==> src/rtl/imm_pkg.sv <==
// Shared encodings and helpers for the registered RISC-V immediate generator.
`default_nettype none

package imm_pkg;

    localparam logic [2:0] IMM_I     = 3'b000;
    localparam logic [2:0] IMM_SHAMT = 3'b001;
    localparam logic [2:0] IMM_S     = 3'b010;
    localparam logic [2:0] IMM_B     = 3'b011;
    localparam logic [2:0] IMM_U     = 3'b100;
    localparam logic [2:0] IMM_J     = 3'b101;
    localparam logic [2:0] IMM_Z     = 3'b110;
    localparam logic [2:0] IMM_RSV   = 3'b111;

    // State code is {out_valid, skid_valid}, so the flags are read directly off the state.
    typedef enum logic [1:0] {
        ST_EMPTY = 2'b00,
        ST_ONE   = 2'b10,
        ST_FULL  = 2'b11
    } pipe_state_e;

    function automatic bit xlen_legal(input int xlen);
        return (xlen == 32) || (xlen == 64);
    endfunction

endpackage

`default_nettype wire

==> src/rtl/imm_gen_pipe_if.sv <==
// Valid/ready bundle between decode and the immediate generator and its consumer.
`default_nettype none

interface imm_gen_pipe_if #(
    parameter int XLEN  = 32,
    parameter int TAG_W = 32
);
    logic              in_valid;
    logic              in_ready;
    logic [31:0]       in_instr;
    logic [2:0]        in_sel;
    logic [TAG_W-1:0]  in_tag;
    logic              out_valid;
    logic              out_ready;
    logic [XLEN-1:0]   out_imm;
    logic [TAG_W-1:0]  out_tag;
    logic              out_illegal;

    modport slave (
        input  in_valid, in_instr, in_sel, in_tag, out_ready,
        output in_ready, out_valid, out_imm, out_tag, out_illegal
    );

    modport master (
        output in_valid, in_instr, in_sel, in_tag, out_ready,
        input  in_ready, out_valid, out_imm, out_tag, out_illegal
    );
endinterface

`default_nettype wire

==> src/rtl/imm_extract.sv <==
// Combinational immediate extraction and XLEN extension for one instruction word.
`default_nettype none

module imm_extract
    import imm_pkg::*;
#(
    parameter int XLEN = 32
) (
    input  wire logic [31:0]     instr_i,
    input  wire logic [2:0]      sel_i,
    output logic      [XLEN-1:0] imm_o,
    output logic                 illegal_o
);

    // The opcode field never contributes to any immediate.
    logic unused_opcode;
    assign unused_opcode = ^instr_i[6:0];

    always_comb begin
        imm_o     = '0;
        illegal_o = 1'b0;
        case (sel_i)
            IMM_I:     imm_o = XLEN'($signed(instr_i[31:20]));
            IMM_SHAMT: imm_o = (XLEN == 64) ? XLEN'(instr_i[25:20]) : XLEN'(instr_i[24:20]);
            IMM_S:     imm_o = XLEN'($signed({instr_i[31:25], instr_i[11:7]}));
            IMM_B:     imm_o = XLEN'($signed({instr_i[31], instr_i[7], instr_i[30:25],
                                              instr_i[11:8], 1'b0}));
            IMM_U:     imm_o = XLEN'($signed({instr_i[31:12], 12'b0}));
            IMM_J:     imm_o = XLEN'($signed({instr_i[31], instr_i[19:12], instr_i[20],
                                              instr_i[30:21], 1'b0}));
            IMM_Z:     imm_o = XLEN'(instr_i[19:15]);
            default:   illegal_o = 1'b1;
        endcase
    end

endmodule

`default_nettype wire

==> src/rtl/imm_gen_pipe.sv <==
// Registered immediate generator with valid/ready flow control, one skid entry and flush.
`default_nettype none

module imm_gen_pipe
    import imm_pkg::*;
#(
    parameter int XLEN  = 32,
    parameter int TAG_W = 32
) (
    input  wire logic          clk,
    input  wire logic          rst,
    input  wire logic          flush,
    imm_gen_pipe_if.slave      bus
);

    if (!xlen_legal(XLEN)) begin : g_bad_xlen
        $error("imm_gen_pipe: XLEN must be 32 or 64");
    end

    logic [XLEN-1:0]  ext_imm;
    logic             ext_illegal;

    imm_extract #(.XLEN(XLEN)) u_extract (
        .instr_i   (bus.in_instr),
        .sel_i     (bus.in_sel),
        .imm_o     (ext_imm),
        .illegal_o (ext_illegal)
    );

    pipe_state_e      state_q;
    logic [XLEN-1:0]  out_imm_q;
    logic [TAG_W-1:0] out_tag_q;
    logic             out_illegal_q;
    logic [XLEN-1:0]  skid_imm_q;
    logic [TAG_W-1:0] skid_tag_q;
    logic             skid_illegal_q;

    logic in_fire;
    logic out_fire;

    // in_ready comes straight from the skid flag, so out_ready never reaches it combinationally.
    assign bus.in_ready    = ~state_q[0];
    assign bus.out_valid   = state_q[1];
    assign bus.out_imm     = out_imm_q;
    assign bus.out_tag     = out_tag_q;
    assign bus.out_illegal = out_illegal_q;

    assign in_fire  = bus.in_valid & bus.in_ready;
    assign out_fire = bus.out_valid & bus.out_ready;

    always_ff @(posedge clk or posedge rst) begin
        if (rst) begin
            state_q        <= ST_EMPTY;
            out_imm_q      <= '0;
            out_tag_q      <= '0;
            out_illegal_q  <= 1'b0;
            skid_imm_q     <= '0;
            skid_tag_q     <= '0;
            skid_illegal_q <= 1'b0;
        end else if (flush) begin
            state_q <= ST_EMPTY;
        end else begin
            case (state_q)
                ST_EMPTY: begin
                    if (in_fire) begin
                        out_imm_q     <= ext_imm;
                        out_tag_q     <= bus.in_tag;
                        out_illegal_q <= ext_illegal;
                        state_q       <= ST_ONE;
                    end
                end
                ST_ONE: begin
                    if (in_fire && out_fire) begin
                        out_imm_q     <= ext_imm;
                        out_tag_q     <= bus.in_tag;
                        out_illegal_q <= ext_illegal;
                    end else if (in_fire) begin
                        skid_imm_q     <= ext_imm;
                        skid_tag_q     <= bus.in_tag;
                        skid_illegal_q <= ext_illegal;
                        state_q        <= ST_FULL;
                    end else if (out_fire) begin
                        state_q <= ST_EMPTY;
                    end
                end
                ST_FULL: begin
                    if (out_fire) begin
                        out_imm_q     <= skid_imm_q;
                        out_tag_q     <= skid_tag_q;
                        out_illegal_q <= skid_illegal_q;
                        state_q       <= ST_ONE;
                    end
                end
                default: state_q <= ST_EMPTY;
            endcase
        end
    end

endmodule

`default_nettype wire

==> src/flat_wrapper.sv <==
// flat-port wrapper written by rule: the top's interface ports become plain ports
module imm_gen_pipe_flat import imm_pkg::*;
#(
    parameter int XLEN  = 32,
    parameter int TAG_W = 32
)
  (clk, rst, flush, bus_in_valid, bus_in_instr, bus_in_sel, bus_in_tag, bus_out_ready, bus_in_ready, bus_out_valid, bus_out_imm, bus_out_tag, bus_out_illegal);
  imm_gen_pipe_if #(.XLEN(XLEN), .TAG_W(TAG_W)) bus_i ();
  input  wire logic clk;
  input  wire logic rst;
  input  wire logic flush;
  input wire logic [$bits(bus_i.in_valid)-1:0] bus_in_valid;
  input wire logic [$bits(bus_i.in_instr)-1:0] bus_in_instr;
  input wire logic [$bits(bus_i.in_sel)-1:0] bus_in_sel;
  input wire logic [$bits(bus_i.in_tag)-1:0] bus_in_tag;
  input wire logic [$bits(bus_i.out_ready)-1:0] bus_out_ready;
  output wire logic [$bits(bus_i.in_ready)-1:0] bus_in_ready;
  output wire logic [$bits(bus_i.out_valid)-1:0] bus_out_valid;
  output wire logic [$bits(bus_i.out_imm)-1:0] bus_out_imm;
  output wire logic [$bits(bus_i.out_tag)-1:0] bus_out_tag;
  output wire logic [$bits(bus_i.out_illegal)-1:0] bus_out_illegal;
  assign bus_i.in_valid = bus_in_valid;
  assign bus_i.in_instr = bus_in_instr;
  assign bus_i.in_sel = bus_in_sel;
  assign bus_i.in_tag = bus_in_tag;
  assign bus_i.out_ready = bus_out_ready;
  assign bus_in_ready = bus_i.in_ready;
  assign bus_out_valid = bus_i.out_valid;
  assign bus_out_imm = bus_i.out_imm;
  assign bus_out_tag = bus_i.out_tag;
  assign bus_out_illegal = bus_i.out_illegal;
  imm_gen_pipe #(.XLEN(XLEN), .TAG_W(TAG_W)) u_core (.clk(clk), .rst(rst), .flush(flush), .bus(bus_i));
endmodule
==> config.mk <==
export PLATFORM = sky130hd
export DESIGN_NAME = imm_gen_pipe_flat
export DESIGN_NICKNAME = d
export VERILOG_FILES = /design/src/rtl/imm_pkg.sv /design/src/rtl/imm_gen_pipe_if.sv /design/src/rtl/imm_extract.sv /design/src/rtl/imm_gen_pipe.sv /design/src/flat_wrapper.sv
export SDC_FILE = /design/constraint.sdc
export NUM_CORES = 1
export LEC_CHECK = 0
export ABC_AREA = 1
export BUFFER_PORTS_ARGS = -buffer_cell sky130_fd_sc_hd__buf_2
export CORE_MARGIN = 3
export CORE_UTILIZATION = 25
export CTS_CLUSTER_DIAMETER = 50
export DETAILED_ROUTE_END_ITERATION = 8
export SYNTH_ARGS = -nofsm -noshare
export SYNTH_HDL_FRONTEND = slang
export SYNTH_SLANG_ARGS = --single-unit
==> constraint.sdc <==
create_clock -name clk -period 8.1 [get_ports clk]
set_input_delay 0 -clock clk [delete_from_list [all_inputs] [get_ports clk]]
set_output_delay 0 -clock clk [all_outputs]
set_load 0.02 [all_outputs]
# After elaboration in Yosys (flattened, before gate mapping)
# Cells that the tools add are included.
# word_totals
regBits,132
inputBits,72
output_inout_bits,67
word_cells,56
# op_classes
eq_ne,15
muxes,21
bitwise_logic,5
reduce_logical,8
# op_table
operator,n
case mux 32 bit (7 select lines),1
2-to-1 mux 32 bit,6
case mux 32 bit (3 select lines),2
2-to-1 mux 2 bit,6
"== test 3 bit, second input constant",3
AND reduction 4 bit,2
OR reduction 7 bit,1
"== test 3 x 2 -> 1 bit, second input constant",2
"!= test 2 x 1 -> 1 bit, second input constant",3
"!= test 3 x 2 -> 1 bit, second input constant",2
case mux 2 bit (3 select lines),1
AND reduction 5 bit,1
"== test 2 bit, second input constant",2
2-to-1 mux 1 bit,4
"!= test 4 x 2 -> 1 bit, second input constant",1
"== test 3 x 1 -> 1 bit, second input constant",1
zero test 3 bit,1
"!= test 3 bit, second input constant",1
NOT 1 bit,3
case mux 1 bit (3 select lines),1
nonzero test 3 bit,1
bitwise AND 1 bit,2
zero test 2 bit,1
logical AND 1 bit,1

# Depth between registers and ports, before layout
# depth
depth_word,6
ltp_mapped,10
depth_no_buf,8

# Hierarchy
# A second synthesis with hierarchy kept.
# unflattened
hier_cells,833
hier_area_um2,6314.8
# modules_own_cells
module,n_inst,cells_per_inst,area_per_inst_um2,seq_area_each_um2
imm_gen_pipe,1,737,5886.9,3303.2
imm_extract,1,96,427.9,0.0

# Least setup slack after synthesis
# OpenSTA, ideal clock, no wires.
# synth_path
path_type,reg-to-reg
from,register u_core.state_q[1]
to,"register u_core.out_imm_q[0], in the netlist u_core.bus.out_imm[0]"
setup_ns,0.117
arrival_ns,1.626
required_time_ns,7.983
setup_slack_ns,6.357
stages_incl_launch_ff,11
n_path_buf,3
period_less_slack_ns,1.743
cell_sequence,dfrtp_1 ha_1 buf_2 nand2_1 nand3_2 nor2_4 inv_2 buf_6 buf_6 nand2_1 nand2_1
# synth_between
elab_chain_len,4
elab_cells_between_ends,11
classes_between,eq/ne (5); mux (1); bitwise (1); reduce/logical (4)
# synth_rtl
item,line_no,source
from (decl),imm_gen_pipe.sv:30,pipe_state_e state_q;
from (signal assigned),imm_gen_pipe.sv:53,state_q <= ST_EMPTY;
from (signal assigned),imm_gen_pipe.sv:61,state_q <= ST_EMPTY;
from (signal assigned),imm_gen_pipe.sv:69,state_q <= ST_ONE;
bitwise AND 1 bit,imm_gen_pipe.sv:49,assign out_fire = bus.out_valid & bus.out_ready;
logical AND 1 bit,imm_gen_pipe.sv:73,if (in_fire && out_fire) begin
!= test 2 x 1 -> 1 bit (no line),-,
AND reduction 5 bit (no line),-,
to (signal assigned),imm_gen_pipe.sv:66,out_imm_q <= ext_imm;
to (signal assigned),imm_gen_pipe.sv:74,out_imm_q <= ext_imm;
to (signal assigned),imm_gen_pipe.sv:88,out_imm_q <= skid_imm_q;
to (decl),imm_gen_pipe.sv:31,logic [XLEN-1:0] out_imm_q;
# Several ways; a longest one is shown, not always the timed one.
# A chain may end at the register's enable or synchronous reset.

# Worst setup path in the final report
# layout_path
from,register u_core.state_q[1]
to,"register u_core.out_imm_q[25], in the netlist u_core.bus.out_imm[25]"
# Same word-level chain as after synthesis.

==> impl_metrics.json <==
{
  "status": "complete, no violations",
  "wl_per_cell_microns": 12.90,
  "start_util_pct": 25.60,
  "core-area_sq_mm": 0.02453,
  "worstSetupPathType": "reg2reg",
  "startpoint": "u_core.state_q[1]",
  "path_clk_slew_ns": 0.07,
  "hold_depth": 5,
  "numPortBuffers": 131,
  "finClkSkew_ns": 0.009706,
  "ys_ff_latch": 132,
  "yosys.area.top_type": "dfrtp_1",
  "rrSetupSlack_ns": 4.93,
  "place_ws_ns": 4.795,
  "drt-vias-per-instance": 4.322,
  "start_kind": "register",
  "ir_drop_mv": 0.1277,
  "fillers": 2584,
  "tightestPinTransition_ns": 0.8500,
  "cts-htree-levels": 4,
  "yosys_warnings": 0,
  "placed_cell_area_sq_mm": 0.007152,
  "vias": 5766,
  "fin_area_sq_mm": 0.008398,
  "cp.arrival_ns": 3.53,
  "nets": 1073,
  "ios": 139,
  "hpwl_mm": 11.06,
  "die_x_microns": 164.5,
  "grt_pass1_vias": 5434,
  "reg2reg_from": "u_core.state_q[1]",
  "power_density_mw_per_mm2": 337.6,
  "core.rowCount": 57,
  "die_h_microns": 164.5,
  "leakagePower_uw": 0.004430,
  "cp.required_ns": 8.45,
  "syn-num-nets": 899,
  "end_kind": "register",
  "clockRootBuffer": "clkbuf_16",
  "avgSynthCellArea_sq_um": 7.630,
  "routed_wl_mm": 17.21,
  "grt_usage_pct": 13.07,
  "reg2reg_depth": 9,
  "grt_first_pass_wirelength_mm": 28.10,
  "min_path_type": "in2reg",
  "dr.pass1.iters": 6,
  "hold_path_end": "u_core.bus.out_imm[0]",
  "rsz0062_at_grt": "no",
  "postCtsResizedCells": 0,
  "die-area_sq_mm": 0.02706,
  "drt_iter0_drc": 419,
  "cts_tree": "yes",
  "maxSlewHeadroom_pct": 43.33,
  "maxCapViolations": 0,
  "fmax_ghz": 0.3150,
  "ys_seq_area_share_pct": 52.60,
  "cts_made_buffers": 17,
  "setup_viol": 0,
  "drv_slew": 0,
  "hold_viol": 0,
  "layout-drive-gt1-share_pct": 18.02,
  "synth_top_area_share_pct": 52.60,
  "critPathMaxFanout": 62,
  "setup_ws_ns": 4.925,
  "drc_errors": 0,
  "min_from": "bus_in_instr[7]",
  "syn-cell-area_sq_mm": 0.006280,
  "r2r-end": "u_core.bus.out_imm[25]",
  "period_needed_ns": 3.175,
  "period_share_pct": 39.19,
  "cts.path.max_buffers": 2,
  "clock_sinks": 132,
  "insertion_delay_ns": 0.42,
  "synth_area_leaders": "dfrtp_1 53%, nand2_1 22%, o21ai_0 7.7%",
  "grt_max_degree": 85,
  "finalSetupTns_ns": 0,
  "area_growth_pct": 33.73,
  "antenna_found_initial": 0,
  "antennaDiodeCount": 0,
  "synth_cell_types": 22,
  "final_antenna_net_count": 0,
  "synthCells": 823,
  "place_congestion": 0.7561,
  "gr-total-overflow": 0
}
==> routing by layer <==
metal  GRT usage, %  wire, microns  vias to the layer above
met5              0              0                        -
met4          3.812            227                        0
met3          2.960            945                       11
met2          21.03           7789                      169
met1          17.64           8251                     2649
li1               -              -                     2937
==> placed cells by master (no fill, tap or decap), drive strengths merged <==
cell         synthesis  routed
nor2                16      16
nand2              372     372
o21ai              114     114
nor3                 5       5
nand3               55      55
buf                 29     138
clkbuf              17      19
dfrtp              132     132
ha                   4       4
nand4               10      10
dlygate4sd3          0      63
clkinvlp             0       1
bufinv               0       3
inv                 67      71
clkinv               1       6
a21oi                1       1
==> repair_timing <==
action / in CTS / in global routing
endpoints found under the hold margin: 177 / 0
hold buffers: 63 / 0
endpoints found under the setup margin: 0 / 0
setup buffers: 0 / 0
==> registers in the layout, indices dropped and copies added, names as in the netlist <==
name and count:
u_core.bus.out_illegal 1, u_core.bus.out_imm 32, u_core.bus.out_tag 32, u_core.skid_illegal_q 1
u_core.skid_imm_q 32, u_core.skid_tag_q 32, u_core.state_q 2
==> per-stage QoR <==
step | hold WS (ns) | std cells | total power (uW) | utilization, %
3_5_place_dp | 0.1524 | 1239 | 2024 | 29.15
2_1_floorplan | 0.1484 | 823 | 1719 | -
4_1_cts | 0.007473 | 1334 | 2884 | 34.23
5_1_grt | 0.07046 | 1334 | 3055 | 34.23
6_report | 0.03132 | 1334 | 2835 | 34.23
3_3_place_gp | 0.1524 | 1239 | 2003 | 29.15
==> Yosys cell counts <==
master    instances
clkbuf_1         17
o21ai_0          97
nand3_2           1
nor2_1           13
nor2_2            1
nor3_1            5
buf_1             2
ha_1              4
buf_2            19
inv_1            62
dfrtp_1         132
nand3_1          54
inv_2             5
o21ai_1          17
nor2_4            2
clkinv_1          1
nand2_2           2
nand4_1          10
buf_4             2
buf_6             6
nand2_1         370
a21oi_1           1
==> power by group <==
part           total (uW)  internal [uW]  switching (uW)
sequential           1100            957             143
clock                 814            498             315
combinational         921            310             611
total                2840           1770            1070
==> critical path, stage by stage, from the launching register on <==
cell and delay, ns:
dfrtp_1 0.46, ha_2 0.68, nand2_1 0.14, nand3_2 0.20, nor2_4 0.04, buf_4 0.35, inv_2 0.52, buf_4 0.48
nand2_1 0.11, nand2_1 0.08
==> worst max path at each step <==
stage / endpoint / slack, ns / depth (start not counted)
floorplan: u_core.bus.out_illegal / 4.57 / 1
CTS: u_core.bus.out_imm[31] / 4.77 / 9
detailed placement: u_core.bus.out_imm[21] / 4.79 / 9
global placement: u_core.bus.out_imm[8] / 4.82 / 9
finish: u_core.bus.out_imm[25] / 4.93 / 9
global route: u_core.bus.out_imm[2] / 4.53 / 9
==> kinds of logic (layout without fill, tap and decap cells) <==
| kind of cell | count (synthesis) | count (layout) | share of synthesized area (%) |
|---|---|---|---|
| AND/OR/NAND/NOR | 458 | 458 | 29.41 |
| AO/OA/AOI/OAI | 115 | 115 | 9.165 |
| buffers and inverters | 114 | 301 | 8.029 |
| adder cells (fa/ha/maj) | 4 | 4 | 0.7970 |
| flip-flops | 132 | 132 | 52.60 |
==> cell type report <==
type | count | area (sq um) | area share (%)
clock inverter | 13 | 172.7 | 2.056
timing repair buffer | 201 | 1339 | 15.94
sequential | 132 | 3303 | 39.33
inverter | 68 | 260.3 | 3.099
tap | 324 | 405.4 | 4.827
multi-input combinational | 577 | 2475 | 29.47
clock buffer | 19 | 442.9 | 5.274
No activity file was read; power rests on OpenSTA's default activity.
